$ cat src/rtl/hc165_pkg.sv
// Shared state encoding and defaults for the 74HC165 chain reader.
package hc165_pkg;

    localparam logic [2:0] ST_IDLE     = 3'd0;
    localparam logic [2:0] ST_LOAD     = 3'd1;
    localparam logic [2:0] ST_SHIFT_LO = 3'd2;
    localparam logic [2:0] ST_SHIFT_HI = 3'd3;
    localparam logic [2:0] ST_DONE     = 3'd4;

    typedef enum logic [2:0] {
        StIdle    = ST_IDLE,
        StLoad    = ST_LOAD,
        StShiftLo = ST_SHIFT_LO,
        StShiftHi = ST_SHIFT_HI,
        StDone    = ST_DONE
    } state_e;

    localparam int unsigned DEFAULT_CLK_DIV = 4;

endpackage

$ cat src/rtl/hc165_tick_gen.sv
// Phase counter: pulses tick_o on the last cycle of every CLK_DIV-cycle phase.
// restart_i forces the count back to 0 so each new phase starts from a clean count.
module hc165_tick_gen
    import hc165_pkg::*;
#(
    parameter int unsigned CLK_DIV = DEFAULT_CLK_DIV
) (
    input  logic clk,
    input  logic reset,
    input  logic restart_i,
    output logic tick_o
);

    localparam int unsigned CW = (CLK_DIV > 1) ? $clog2(CLK_DIV) : 1;

    logic [CW-1:0] cnt_q, cnt_d;

    assign tick_o = (cnt_q == CW'(CLK_DIV - 1));

    always_comb begin
        cnt_d = cnt_q + CW'(1);
        if (restart_i || tick_o) begin
            cnt_d = '0;
        end
    end

    always_ff @(posedge clk or posedge reset) begin
        if (reset) begin
            cnt_q <= '0;
        end else begin
            cnt_q <= cnt_d;
        end
    end

endmodule

$ cat src/rtl/hc165_reader.sv
// Host controller for a 74HC165 daisy chain: load, shift DATA_W bits in, publish word.
// Optional QH/QH-bar consistency check enabled by defining HC165_QHBAR_CHECK_EN.
module hc165_reader
    import hc165_pkg::*;
#(
    parameter int unsigned NUM_DEV = 1,
    parameter int unsigned CLK_DIV = DEFAULT_CLK_DIV,
    localparam int unsigned DATA_W = 8 * NUM_DEV
) (
    input  logic              clk,
    input  logic              reset,
    input  logic              start,
    output logic              busy,
    output logic [DATA_W-1:0] data_out,
    output logic              data_valid,
    output logic              shift_load,
    output logic              sclk,
    output logic              clock_in_hibit,
    input  logic              qh
`ifdef HC165_QHBAR_CHECK_EN
    ,
    input  logic              qh_bar,
    output logic              err
`endif
);

    localparam int unsigned BW = $clog2(DATA_W);
    localparam logic [BW-1:0] LAST_BIT = BW'(DATA_W - 1);

    state_e            state_q;
    logic [BW-1:0]     bit_cnt_q;
    logic [DATA_W-1:0] sr_q;
    logic [DATA_W-1:0] data_q;
    logic              valid_q, busy_q, sl_q, sclk_q, inh_q;
    logic              tick, restart;

    // Restart the phase count on every state change, including the untimed ones.
    always_comb begin
        restart = tick;
        if (state_q == StIdle) begin
            restart = start;
        end else if (state_q == StDone) begin
            restart = 1'b1;
        end
    end

    hc165_tick_gen #(
        .CLK_DIV(CLK_DIV)
    ) u_tick_gen (
        .clk      (clk),
        .reset    (reset),
        .restart_i(restart),
        .tick_o   (tick)
    );

`ifdef HC165_QHBAR_CHECK_EN
    logic err_q;
    assign err = err_q;
`endif

    always_ff @(posedge clk or posedge reset) begin
        if (reset) begin
            state_q   <= StIdle;
            bit_cnt_q <= '0;
            sr_q      <= '0;
            data_q    <= '0;
            valid_q   <= 1'b0;
            busy_q    <= 1'b0;
            sl_q      <= 1'b1;
            sclk_q    <= 1'b0;
            inh_q     <= 1'b1;
`ifdef HC165_QHBAR_CHECK_EN
            err_q     <= 1'b0;
`endif
        end else begin
            valid_q <= 1'b0;
            unique case (state_q)
                StIdle: begin
                    busy_q <= start;
                    if (start) begin
                        state_q   <= StLoad;
                        sl_q      <= 1'b0;
                        bit_cnt_q <= '0;
`ifdef HC165_QHBAR_CHECK_EN
                        err_q     <= 1'b0;
`endif
                    end
                end
                StLoad: begin
                    if (tick) begin
                        state_q <= StShiftLo;
                        sl_q    <= 1'b1;
                        inh_q   <= 1'b0;
                    end
                end
                StShiftLo: begin
                    if (tick) begin
                        sr_q <= {sr_q[DATA_W-2:0], qh};
`ifdef HC165_QHBAR_CHECK_EN
                        if (qh_bar == qh) begin
                            err_q <= 1'b1;
                        end
`endif
                        // No rising edge after the final sample: the chain is left untouched.
                        if (bit_cnt_q == LAST_BIT) begin
                            state_q <= StDone;
                            inh_q   <= 1'b1;
                        end else begin
                            state_q <= StShiftHi;
                            sclk_q  <= 1'b1;
                        end
                    end
                end
                StShiftHi: begin
                    if (tick) begin
                        state_q   <= StShiftLo;
                        sclk_q    <= 1'b0;
                        bit_cnt_q <= bit_cnt_q + BW'(1);
                    end
                end
                StDone: begin
                    state_q <= StIdle;
                    data_q  <= sr_q;
                    valid_q <= 1'b1;
                end
                default: state_q <= StIdle;
            endcase
        end
    end

    assign busy           = busy_q;
    assign data_out       = data_q;
    assign data_valid     = valid_q;
    assign shift_load     = sl_q;
    assign sclk           = sclk_q;
    assign clock_in_hibit = inh_q;

endmodule

$ cat config.mk
export PLATFORM = sky130hd
export DESIGN_NAME = hc165_reader
export DESIGN_NICKNAME = d
export VERILOG_FILES = /design/src/rtl/hc165_pkg.sv /design/src/rtl/hc165_tick_gen.sv /design/src/rtl/hc165_reader.sv
export SDC_FILE = /design/constraint.sdc
export NUM_CORES = 1
export LEC_CHECK = 0
export CORE_ASPECT_RATIO = 1.4
export CORE_MARGIN = 4
export CORE_UTILIZATION = 56
export DETAILED_ROUTE_END_ITERATION = 10
export PLACE_DENSITY = 0.81
export SKIP_CTS_REPAIR_TIMING = 1
export SYNTH_ARGS = -nofsm -noshare
export SYNTH_HDL_FRONTEND = slang
export SYNTH_SLANG_ARGS = --single-unit
$ cat constraint.sdc
create_clock -name clk -period 3.6 [get_ports clk]
set_input_delay 0.54 -clock clk [delete_from_list [all_inputs] [get_ports clk]]
set_output_delay 0.54 -clock clk [all_outputs]
set_load 0.05 [all_outputs]
==> results of run 1 <==
power groups by stage:
stage               Clock (mW)  Sequential (mW)  Combinational, mW
detailed placement           0            0.505              0.335
global route             0.204            0.512              0.368
floorplan                    0            0.504              0.267
global placement             0            0.496              0.317
CTS                      0.188            0.499              0.336
finish                   0.180            0.500              0.330
how the worst max path moves through the flow:
stage	start	endpoint	slack, ns
after detailed placement	shift_load	shift_load	1.74
after floorplan	u_tick_gen.cnt_q[0]	bit_cnt_q[0]	2.27
final	shift_load	shift_load	1.39
after global routing	shift_load	shift_load	1.35
after global placement	shift_load	shift_load	1.75
after CTS	shift_load	shift_load	1.37
flip-flops by register name (all words and copies together), names as in the netlist:
register          cells
clock_in_hibit        1
sr_q                  8
data_out              8
shift_load            1
data_valid            1
busy                  1
bit_cnt_q             3
state_q               3
u_tick_gen.cnt_q      2
sclk                  1
Yosys cell counts:
| cell type | count | share of area (%) |
|---|---|---|
| nor3_1 | 2 | 0.80 |
| nor2_8 | 1 | 1.6 |
| a22o_1 | 3 | 2.1 |
| buf_4 | 2 | 1.2 |
| buf_6 | 3 | 2.7 |
| dfstp_2 | 2 | 4.2 |
| nor3_2 | 1 | 0.80 |
| nand2_1 | 4 | 1.2 |
| a31oi_1 | 1 | 0.50 |
| and2_1 | 1 | 0.50 |
| dfrtp_1 | 27 | 54 |
| o21ba_2 | 1 | 0.80 |
| nor3b_1 | 1 | 0.60 |
| a21oi_1 | 2 | 0.80 |
| nand3b_4 | 1 | 1.6 |
| a21oi_2 | 1 | 0.70 |
| inv_1 | 2 | 0.60 |
| a21o_1 | 1 | 0.60 |
| mux2_4 | 1 | 1.2 |
| o21ai_0 | 2 | 0.80 |
| nand3b_1 | 1 | 0.60 |
| nor3b_2 | 1 | 1.0 |
| mux2_1 | 17 | 15 |
| and4b_1 | 1 | 0.80 |
| ha_1 | 3 | 3.0 |
| a221oi_1 | 1 | 0.70 |
| nor2_1 | 4 | 1.2 |
cells by family after synthesis:
family | count (synthesis)
compound gates | 12
fa+ha+maj | 3
buf+inv | 7
flops | 29
mux | 18
simple gates | 18
final cells by class:
type                       count  area, um^2
clock buffer                   6        41.3
sequential                    29         728
inverter                       2        7.51
multi-input combinational     51         465
fill                         169         712
clock inverter                 2        10.0
tap                           22        27.5
timing repair buffer          16         160
stage by stage:
step                      cells  hold slack [ns]  area [um^2]  power [mW]  setup WS, ns
after floorplan              87            0.415         1250       0.771          2.27
after global placement      120            0.426         1390       0.813          1.75
after detailed placement    120            0.462         1390       0.839          1.74
after CTS                   128            0.474         1440        1.02          1.37
after global routing        128            0.518         1440        1.08          1.35
final                       128            0.481         1440        1.01          1.39
routing by layer:
layer,GRT usage (%),up-vias
met3,5.07,5
met4,8.08,0
met1,20.4,363
met2,26.2,17
met5,0,-
li1,-,343
==> reports/results.txt, run 1 <==
Status: completed
Routed Wire Length: 2.04 mm
Syn Area/Cell: 14.4 um^2
Max Root-Sink Buffers: 2
Slew HR: 30.7%
RePlAce Congestion: 0.776
FF-to-FF setup slack: 1.85 ns
R2R Path Start: state_q[0]
RSZ-0062 raised after global routing: no
Wire length on met3: 99 um
Critical path capture point type: primary output
CTS sink cnt: 29
Top Layer Used: met4
Sw power: 0.370 mW
Worst path max stage delay: 0.79 ns
Clock Latency Late Sink: 0.32 ns
Vias in the first global route: 818
# IOs: 17
Die ar.: 3060 um^2
Commonest non-fill, non-tap cell in the layout: dfrtp_1
Number of max-cap violations: 0
Htree depth: 2
Row cnt: 20
Synth Area in Compound Gates: 7.01%
Yosys reg bits: 29
Levels on crit path: 1
Synth warn: 0
Width of the die: 47.9 um
Initial antenna violation count: 0
Area Overhead vs Synth: 15.2%
Final setup viols: 0
Buf/Inv on CP: 1
Met2 routed WL: 1.06 mm
Layout cell share with drive strength beyond 1: 15.1%
Setup TNS: 0 ns
Sw frac: 36.6%
Simple-gate area share of the yosys netlist: 10.7%
WHS Path Cells: 1
Clock group share of total power: 17.8%
Worst-margin pin slew: 1.04 ns
Fraction of synthesized area in multiplexers: 16.5%
GRT Residual Overflow: 0
Die Y: 63.9 um
Pwr per Cell Area: 702 nW/um^2
Fin crit share: 61.4%
Most frequent cells in the layout: dfrtp_1 (27), mux2_1 (17), clkdlybuf4s50_1 (16), clkbuf_4 (5)
Comb pwr share: 32.6%
Starting Density: 58.1%
Min-Delay Startpoint: u_tick_gen.cnt_q[0]
GRT Total Usage: 16.8%
Via-per-instance ratio: 5.69
Required time worst endpoint: 3.06 ns
Port bufs: 16
Cell-by-cell trace of the critical path: clkdlybuf4s50_1
First-pass GRT wire length: 3.66 mm
Flop pwr share: 49.5%
Fin crit period: 2.21 ns
CP max FO: 3
Final Skew: 0.0113 ns
DR vias: 728
Wirelength per Cell: 15.9 um
Post-Synth XOR/XNOR Area: 0%
DP Wirelength: 1.42 mm
DRT iter0 DRCs: 7
Synthesized cell area: 1250 um^2
Util after Layout: 66.9%
Post-Synth Adder-Cell Area: 3.00%
Core area: 2150 um^2
Seq/Total Area, Yosys: 58.3%
Hold crit path type: reg2reg
Pint: 0.641 mW
Maximum vdd ir drop: 0.405 mV
Reg-to-reg endpoint: data_out[7]
Max Clk Rate: 452 MHz
Netlist cell types: 27
FF-to-FF path depth: 2
Final Hold Vio Count: 0
Slowest cell on crit path: clkdlybuf4s50_1
Cells after Synth: 87
Worst-path clk slew: 0.09 ns
Nets@finish: 112
Syn_nets: 94
Root buf cell: clkbuf_4
Setup crit start kind: flip-flop
Detailed-route DRC error count: 0
Fin. max-slew vios: 0
ANT nets after route: 0
Largest family of logic cells by synthesized area: multiplexers
Largest net degree at the start of global routing: 30
CP delay by family, top: buffers and inverters
Total CTS buffers: 5
M1 WL: 841 um
Hold endpoint: u_tick_gen.cnt_q[0]
TritonCTS clock tree: done
First-pass DRT Iterations: 3
Kind of critical path: reg2out
ANT cells: 0
LEAKAGE: 0.704 nW
CP Data Arrival Time: 1.67 ns
Power figures use the tool's default switching activity.
==> run 2, diff against run 1 <==
--- a/config.mk
+++ b/config.mk
@@ -7,9 +7,9 @@
 export LEC_CHECK = 0
 export CORE_ASPECT_RATIO = 1.4
 export CORE_MARGIN = 4
-export CORE_UTILIZATION = 56
+export CORE_UTILIZATION = 47
 export DETAILED_ROUTE_END_ITERATION = 10
-export PLACE_DENSITY = 0.81
+export PLACE_DENSITY = 0.73
 export SKIP_CTS_REPAIR_TIMING = 1
 export SYNTH_ARGS = -nofsm -noshare
 export SYNTH_HDL_FRONTEND = slang
==> constraint.sdc (replaced) <==
create_clock -name clk -period 1.85 [get_ports clk]
set_input_delay 0.2775 -clock clk [delete_from_list [all_inputs] [get_ports clk]]
set_output_delay 0.2775 -clock clk [all_outputs]
set_load 0.05 [all_outputs]
==> run 2 against run 1 <==
Routed wire length rose by 1.8%; first-iteration DRC count rose by 110%; sequential share of layout area fell by 1.4 points; critical path depth did not move; clock-buffer cell count did not move.
==> reports/results.txt, run 2 (synthesis results as in run 1) <==
DRT iter0 DRCs: 15 (+8)
Die ar.: 3560 um^2 (+16%)
Htree depth: 2 (unchanged)
Detailed-route DRC error count: 0 (unchanged)
Max Root-Sink Buffers: 2 (unchanged)
Required time worst endpoint: 1.57 ns (-1.49 ns)
Final setup viols: 0 (unchanged)
Routed Wire Length: 2.07 mm (+1.8%)
Die Y: 69.0 um (+8.0%)
CP max FO: 2 (-1)
Port bufs: 16 (unchanged)
Buf/Inv on CP: 1 (unchanged)
Hold crit path type: in2async
Pwr per Cell Area: 1330 nW/um^2 (+89%)
Total Power: 1.96 mW (+94%)
Clock Latency Late Sink: 0.32 ns (about the same)
Placed Cells incl. Taps: 136 (+13%)
Slowest cell on crit path: clkdlybuf4s50_1
GRT Total Usage: 13.6% (-3.3 points)
Number of max-cap violations: 0 (unchanged)
Nets@finish: 116 (+3.6%)
First-pass GRT wire length: 3.59 mm (-1.9%)
Status: completed
ANT cells: 0 (unchanged)
Slew HR: 65.8% (+35 points)
Max Clk Rate: 564 MHz
Root buf cell: clkbuf_4
Area Overhead vs Synth: 18.4%
Most frequent cells in the layout: dfrtp_1 (27), mux2_1 (17), clkdlybuf4s50_1 (14), buf_4 (6), clkbuf_4 (5)
Fillers: 214 (+27%)
Worst-path clk slew: 0.09 ns (about the same)
Core area: 2470 um^2 (+15%)
Commonest non-fill, non-tap cell in the layout: dfrtp_1
FF-to-FF setup slack: 0.27 ns (-1.58 ns)
Pre-CTS WS: 0.280 ns (-1.46 ns)
Cell-by-cell trace of the critical path: clkdlybuf4s50_1
Final Non-Filler Cells: 144 (+13%)
Fin. max-slew vios: 0 (unchanged)
Layout cell share with drive strength beyond 1: 20.0% (+4.9 points)
Row cnt: 21 (+5.0%)
Fin crit period: 1.77 ns
TritonCTS clock tree: done
CP delay by family, top: buffers and inverters
DR vias: 751 (+3.2%)
Total CTS buffers: 5 (unchanged)
Maximum vdd ir drop: 0.743 mV (+84%)
Kind of critical path: reg2out
Setup TNS: 0 ns (unchanged)
First-pass DRT Iterations: 4 (+1)
Final Hold Vio Count: 0 (unchanged)
CP Data Arrival Time: 1.49 ns (-0.18 ns)
DP Wirelength: 1.54 mm (+8.0%)
Worst-margin pin slew: 0.511 ns (-0.526 ns)
Via-per-instance ratio: 5.22 (-8.3%)
Setup crit start kind: flip-flop
Vias in the first global route: 796 (-2.7%)
Hold slack final: 0.223 ns (-0.258 ns)
Fin crit share: 95.8%
# IOs: 17 (unchanged)
CTS sink cnt: 29 (unchanged)
Width of the die: 51.6 um (+7.6%)
LEAKAGE: 0.724 nW (+2.7%)
RePlAce Congestion: 0.762 (-1.8%)
Critical path capture point type: primary output
Initial antenna violation count: 0 (unchanged)
RSZ-0062 raised after global routing: no
Largest net degree at the start of global routing: 12 (-60%)
Final WS setup: 0.0781 ns (-1.31 ns)
Starting Density: 50.6% (-7.5 points)
Wirelength per Cell: 14.4 um (-9.5%)
GRT Residual Overflow: 0 (unchanged)
ANT nets after route: 0 (unchanged)
Final Skew: 0.00563 ns (-0.00570 ns)
Worst path max stage delay: 0.81 ns (+0.02 ns)
-- run 2: cell types whose count changed in the layout (fill, tap and decap cells not counted), sizes merged --
| cell | delta |
|---|---|
| buf | +6 |
| clkdlybuf4s50 | -2 |
-- run 2: final timing paths --
check | cells after the start | start | endpoint
worst max-delay path | 1 | data_out[5] | data_out[5]
worst min-delay path | 2 | reset | data_valid
worst max register to register | 4 | u_tick_gen.cnt_q[0] | bit_cnt_q[0]
worst min register to register | 1 | u_tick_gen.cnt_q[0] | u_tick_gen.cnt_q[0]
max in group asynchronous | 3 | reset | clock_in_hibit
min in group clk | 1 | u_tick_gen.cnt_q[0] | u_tick_gen.cnt_q[0]
-- run 2: cell type report --
class / count / area, um^2 / share of cell area (%)
repair buffers: 20 / 185 / 12.5
multi-input cells: 51 / 465 / 31.4
well taps: 34 / 42.5 / 2.87
clock buffers: 6 / 41.3 / 2.79
clock inverters: 2 / 10.0 / 0.676
inverters: 2 / 7.51 / 0.507
flip-flops and latches: 29 / 728 / 49.2
-- run 2: where the power goes --
part | leakage, nW | internal, mW | total, mW | switching (mW)
combinational | 0.320 | 0.305 | 0.646 | 0.340
sequential | 0.372 | 0.800 | 0.970 | 0.170
clock | 0.0320 | 0.144 | 0.349 | 0.205
-- run 2: per-layer routing --
layer	wire length [um]	vias to the layer above	GRT usage, %	share of wire (%)
li1	-	351	-	-
met1	874	374	16.0	42
met2	1030	19	20.4	50
met3	95	7	4.09	4.6
met4	69	0	9.62	3.3
met5	0	-	0	0
-- run 2: metrics by stage --
step,utilization (%),cell area [um^2]
after floorplan,-,1250
after global placement,57.9,1430
after detailed placement,57.9,1430
after CTS,59.9,1480
after global routing,59.9,1480
final,59.9,1480
